**src/rtl/core_pixel_drain.sv**
```systemverilog
`default_nettype none
// ============================================================================
// Module   : core_pixel_drain
// Purpose  : Drains one rotated RGB tile from output memory as 32-bit DMA words.
// Revision : 1.0 - initial release
// ============================================================================
module core_pixel_drain #(
   parameter int TILE_BYTES = 192,
   parameter int ADDR_W     = 8
) (
   input  logic              I_HCLK,
   input  logic              I_HRESET,
   input  logic              I_START,
   input  logic [7:0]        I_BYTE_COUNT,
   output logic [ADDR_W-1:0] O_PIXEL_OUT_ADDR0,
   output logic [ADDR_W-1:0] O_PIXEL_OUT_ADDR1,
   output logic [ADDR_W-1:0] O_PIXEL_OUT_ADDR2,
   output logic [ADDR_W-1:0] O_PIXEL_OUT_ADDR3,
   output logic              O_MEM_RD_EN,
   input  logic [7:0]        I_MEM_DATA0,
   input  logic [7:0]        I_MEM_DATA1,
   input  logic [7:0]        I_MEM_DATA2,
   input  logic [7:0]        I_MEM_DATA3,
   output logic [31:0]       O_DATA,
   output logic [3:0]        O_BYTE_EN,
   output logic              O_VALID,
   input  logic              I_DMA_READY,
   output logic              O_LAST,
   output logic              O_BUSY,
   output logic              O_DONE
);

   localparam logic [7:0] c_tile_max = 8'(TILE_BYTES);

   typedef enum logic [2:0] {
      S_IDLE  = 3'd0,
      S_FETCH = 3'd1,
      S_WAIT  = 3'd2,
      S_HOLD  = 3'd3,
      S_DONE  = 3'd4
   } state_t;

   state_t            state_q, state_d;
   logic [7:0]        cnt_q, cnt_d;
   logic [5:0]        k_q, k_d;
   logic              rd_en_q, rd_en_d;
   logic [ADDR_W-1:0] addr_q [4];
   logic [ADDR_W-1:0] addr_d [4];
   logic [31:0]       data_q, data_d;
   logic [3:0]        be_q, be_d;
   logic              valid_q, valid_d;
   logic              last_q, last_d;
   logic              busy_q, busy_d;
   logic              done_q, done_d;

   logic [7:0]        w_clamp;
   logic              w_is_last;
   logic [3:0]        w_be;
   logic [5:0]        w_fetch_k;
   logic [7:0]        w_mem [4];
   logic [31:0]       w_lane_data;
   logic [ADDR_W-1:0] w_lane_addr [4];

   assign w_clamp   = (I_BYTE_COUNT > c_tile_max) ? c_tile_max : I_BYTE_COUNT;
   assign w_is_last = ({1'b0, k_q, 2'b00} + 9'd4) >= {1'b0, cnt_q};
   assign w_fetch_k = (state_q == S_IDLE) ? 6'd0 : 6'(k_q + 6'd1);

   // Final word holds C mod 4 bytes, or a full word when C is a multiple of 4.
   always_comb begin
      w_be = 4'hF;
      if (w_is_last) begin
         case (cnt_q[1:0])
            2'd1:    w_be = 4'b0001;
            2'd2:    w_be = 4'b0011;
            2'd3:    w_be = 4'b0111;
            default: w_be = 4'b1111;
         endcase
      end
   end

   assign w_mem[0] = I_MEM_DATA0;
   assign w_mem[1] = I_MEM_DATA1;
   assign w_mem[2] = I_MEM_DATA2;
   assign w_mem[3] = I_MEM_DATA3;

   for (genvar n = 0; n < 4; n++) begin : g_lane
      assign w_lane_data[8*n +: 8] = w_be[n] ? w_mem[n] : 8'h00;
      assign w_lane_addr[n]        = ADDR_W'({w_fetch_k, 2'b00}) + ADDR_W'(n);
   end

   always_comb begin
      state_d = state_q;
      cnt_d   = cnt_q;
      k_d     = k_q;
      rd_en_d = 1'b0;
      addr_d  = addr_q;
      data_d  = data_q;
      be_d    = be_q;
      valid_d = valid_q;
      last_d  = last_q;
      busy_d  = busy_q;
      done_d  = 1'b0;
      case (state_q)
         S_IDLE: begin
            if (I_START) begin
               cnt_d = w_clamp;
               k_d   = 6'd0;
               if (w_clamp == 8'd0) begin
                  state_d = S_DONE;
                  done_d  = 1'b1;
               end else begin
                  state_d = S_FETCH;
                  busy_d  = 1'b1;
                  rd_en_d = 1'b1;
                  addr_d  = w_lane_addr;
               end
            end
         end
         S_FETCH: begin
            state_d = S_WAIT;
         end
         S_WAIT: begin
            state_d = S_HOLD;
            valid_d = 1'b1;
            data_d  = w_lane_data;
            be_d    = w_be;
            last_d  = w_is_last;
         end
         S_HOLD: begin
            if (I_DMA_READY) begin
               valid_d = 1'b0;
               last_d  = 1'b0;
               if (last_q) begin
                  state_d = S_DONE;
                  done_d  = 1'b1;
                  busy_d  = 1'b0;
               end else begin
                  state_d = S_FETCH;
                  k_d     = w_fetch_k;
                  rd_en_d = 1'b1;
                  addr_d  = w_lane_addr;
               end
            end
         end
         S_DONE: begin
            state_d = S_IDLE;
            busy_d  = 1'b0;
         end
         default: begin
            state_d = S_IDLE;
            busy_d  = 1'b0;
            valid_d = 1'b0;
            last_d  = 1'b0;
         end
      endcase
   end

   always_ff @(posedge I_HCLK) begin
      if (I_HRESET) begin
         state_q <= S_IDLE;
         cnt_q   <= '0;
         k_q     <= '0;
         rd_en_q <= 1'b0;
         for (int n = 0; n < 4; n++) addr_q[n] <= '0;
         data_q  <= '0;
         be_q    <= '0;
         valid_q <= 1'b0;
         last_q  <= 1'b0;
         busy_q  <= 1'b0;
         done_q  <= 1'b0;
      end else begin
         state_q <= state_d;
         cnt_q   <= cnt_d;
         k_q     <= k_d;
         rd_en_q <= rd_en_d;
         addr_q  <= addr_d;
         data_q  <= data_d;
         be_q    <= be_d;
         valid_q <= valid_d;
         last_q  <= last_d;
         busy_q  <= busy_d;
         done_q  <= done_d;
      end
   end

   assign O_PIXEL_OUT_ADDR0 = addr_q[0];
   assign O_PIXEL_OUT_ADDR1 = addr_q[1];
   assign O_PIXEL_OUT_ADDR2 = addr_q[2];
   assign O_PIXEL_OUT_ADDR3 = addr_q[3];
   assign O_MEM_RD_EN       = rd_en_q;
   assign O_DATA            = data_q;
   assign O_BYTE_EN         = be_q;
   assign O_VALID           = valid_q;
   assign O_LAST            = last_q;
   assign O_BUSY            = busy_q;
   assign O_DONE            = done_q;

endmodule
`default_nettype wire

```
**config.mk**
```make
export PLATFORM = sky130hd
export DESIGN_NAME = core_pixel_drain
export DESIGN_NICKNAME = d
export VERILOG_FILES = /design/src/rtl/core_pixel_drain.sv
export SDC_FILE = /design/constraint.sdc
export NUM_CORES = 1
export LEC_CHECK = 0
export CORE_UTILIZATION = 35
export CTS_CLUSTER_SIZE = 14
export DETAILED_ROUTE_END_ITERATION = 16
export GPL_TIMING_DRIVEN = 0
export PLACE_DENSITY = 0.68
export SLEW_MARGIN = 0
export SYNTH_ARGS = -nofsm -noshare
export SYNTH_HDL_FRONTEND = slang
export SYNTH_SLANG_ARGS = --single-unit
```
**constraint.sdc**
```tcl
create_clock -name I_HCLK -period 2.5 [get_ports I_HCLK]
set_input_delay 0.5 -clock I_HCLK [delete_from_list [all_inputs] [get_ports I_HCLK]]
set_output_delay 0.5 -clock I_HCLK [all_outputs]
set_load 0.01 [all_outputs]
```
==> reports/results.ini <==
[run_status]
status=complete, but fails checks
violations=DRC

[worst_setup_path]
critPathCaptureType=flop
cp_data_arrival_time_ns=2.62
slowest_delay_ns=0.37
path_buf_inv=1
cp_max_fo=8
critPathTopFamily=compound AO/OA/AOI/OAI gates
crit_path_start_kind=flop
path_cells=ha_2 > and3_1 > xor2_2 > ha_1 > a21o_1 > nand2_1 > o211ai_1 > buf_4 > o41ai_1
crit_required_ns=2.73
cpMaxStageDelayCell=dfxtp_1
path_class=flop to flop

[global_route]
use_met2_pct=31.97
met1_usage_pct=22.65
grt_max_degree=11
gr-total-overflow=0
met3_usage_pct=6.228
antenna_found_initial=0
grt_pass1_vias=3099
grtUsageTotal_pct=18.90
top_usage_layer=met2
grt_pass1_wl_um=14510

[timing]
fmax_mhz=418.4
finalHoldViolations=0
fin_skew_ns=0.009163
finalCritPeriodShare_pct=95.60
slew_headroom_pct=59.76
rsz0062_at_grt=false
whs_ns=0.4546
fin_crit_ns=2.390
worst_slew_pin_slew_ns=0.5989
maxSlewViolCount=0
setup_viol=0

[synthesis]
muxShareOfSynthArea_pct=0
synthSimpleGateAreaFrac_pct=18.54
async_flop_share_pct=0
synth_fa_ha_area_share_pct=3.894
synth_seq_cells=65
netlist_instances=395
synth-warning-count=0
synth_compound_area_share_pct=23.01
synthDistinctLibCells=46
synth-xor-area-share_pct=1.090
avgSynthCellArea_um2=8.134
netlist_area_um2=3213
synth_top_family_by_area=compound AO/OA/AOI/OAI gates
synth_edf_count=0
synth-main-ff-cell=dfxtp_1
seq_area_frac_synth_pct=40.50

[route]
viasPerCell=5.199
drtIter0Drc=129
wl_per_cell_um=14.30
drcViolationCount=14
ant_nets=0
routed_wl_um=9053
drtPass1Iterations=10
dr_total_vias=3291

[cells_and_area]
finalInstanceArea_um2=4697
final_common_cell=clkdlybuf4s50_1
layout.nets=575
fin_cells=633
drive_gt1_share_pct=9.524
num-fill-cells=835
multi_input_comb_area_um2=1528
regArea_um2=1303
syn_to_final_growth_pct=46.18
num_antenna_cells=0
final_cell_mix=111 x clkdlybuf4s50_1, 64 x dfxtp_1, 39 x nand2_1

[placed_design]
place_area_um2=4471
place_congestion=0.8629
dp_hpwl_um=6758
port_buffers=111
dp_cells=617

[pwr]
clkPwrFrac_pct=28.5
swShare_pct=32.23
irDropWorstVdd_uv=302.6
p_switching_mw=1.013
share_comb_of_total_power_pct=31.8
power_density_nw_per_um2=668.9
power.leakage_nw=1.780
power_frac_seq_pct=39.7
p_int_mw=2.129

[cts]
numCtsBuffers=9
clk_pin_slew_ns=0.07
htree_levels=3
hold_buffers=0
clk_latency_ns=0.34
cts_max_path_buffers=2
clock-sinks=65
root_buffer=clkbuf_8
cts_tree=yes

[floorplan]
core-area_um2=8806
rows=34
die-area_um2=9568
dieHeight_um=97.82
start_util_pct=36.49
ioPinCount=117
die_w_um=97.82

[flow_run]
drv_cap=0

[worst_hold_path]
hp-class=flop to flop

[cells in the mapped netlist, types with 5 or more instances]
library cell / number / area (µm²)
nor3_1: 12 / 60.06
nor2_1: 19 / 71.32
inv_1: 28 / 105.1
nor4_1: 17 / 106.4
a21oi_1: 28 / 140.1
ha_1: 10 / 125.1
nand3_1: 18 / 90.09
nand2_1: 39 / 146.4
clkbuf_1: 29 / 108.9
dfxtp_1: 65 / 1301
a22o_1: 5 / 43.79
o21ai_1: 8 / 40.04
a31oi_1: 25 / 156.4
buf_4: 25 / 187.7
o41ai_1: 17 / 148.9
[worst reg2reg max path, cell delays in order, from the launching register on]
cell and delay (ns):
dfxtp_1 0.37, ha_2 0.25, and3_1 0.24, xor2_2 0.20, ha_1 0.28, a21o_1 0.16, nand2_1 0.06, o211ai_1 0.18
buf_4 0.23, o41ai_1 0.33
[logic make-up (layout without fill, tap and decap cells)]
| kind of cell | count (synthesis) | count (layout) |
|---|---|---|
| simple gates | 121 | 121 |
| fa+ha+maj | 10 | 10 |
| flops | 65 | 65 |
| buf+inv | 85 | 212 |
| other cells | 1 | 4 |
| xor+xnor | 4 | 4 |
| compound gates | 109 | 109 |
[worst paths after layout]
kind / from / endpoint / slack [ns] / cells past startpoint
min: cnt_q[2]$_SDFFE_PP0P_ / cnt_q[2]$_SDFFE_PP0P_ / 0.45 / 2
min reg2reg: cnt_q[2]$_SDFFE_PP0P_ / cnt_q[2]$_SDFFE_PP0P_ / 0.45 / 2
max: k_q[1]$_SDFFE_PP0P_ / O_DATA[14]$_SDFFE_PP0P_ / 0.11 / 9
max reg2reg: k_q[1]$_SDFFE_PP0P_ / O_DATA[14]$_SDFFE_PP0P_ / 0.11 / 9
[power by group through the flow]
stage	sequential, mW	clock [mW]	combinational [mW]
final	1.25	0.896	0.999
after global routing	1.26	0.961	1.08
after CTS	1.25	0.917	0.998
after detailed placement	1.27	0	0.977
after global placement	1.27	0	0.965
after floorplan	1.30	0	0.479
[registers in the layout, indices dropped and copies added, names as in the netlist]
register           cells
O_VALID                1
O_BUSY                 1
O_DATA                32
O_DONE                 1
O_PIXEL_OUT_ADDR3      6
cnt_q                  8
O_BYTE_EN              4
O_PIXEL_OUT_ADDR0      1
k_q                    6
O_MEM_RD_EN            1
state_q                3
O_LAST                 1
[routing by layer]
metal | share of wire [%] | vias to the layer above
li1 | - | 1646
met1 | 43 | 1507
met2 | 48 | 121
met3 | 7.0 | 17
met4 | 1.4 | 0
met5 | 0 | -
[timing repair]
action | in CTS | in global routing
cloned | 0 | 0
setup buffers | 1 | 0
pin swaps | 1 | 0
setup endpoints to repair | 28 | 24
gates resized for setup | 3 | 5
[final cells by class]
| type | instances | area share (%) |
|---|---|---|
| multi-input combinational | 248 | 32.53 |
| sequential | 65 | 27.73 |
| timing repair buffer | 112 | 23.81 |
| tap | 108 | 2.877 |
| buffer | 56 | 6.580 |
| clock inverter | 3 | 0.8524 |
| clock buffer | 12 | 3.303 |
| inverter | 29 | 2.318 |
[through the flow]
step	worst slack [ns]	setup TNS [ns]	utilization [%]	power, mW
4_1_cts	0.02111	0	53.13	3.160
2_1_floorplan	0.1269	0	-	1.782
5_1_grt	0.01289	0	53.34	3.304
6_report	0.1100	0	53.34	3.142
3_5_place_dp	-0.4562	-8.252	50.77	2.243
3_3_place_gp	-0.4082	-7.614	50.77	2.230
Note: power is estimated with default switching activity, not from simulation.
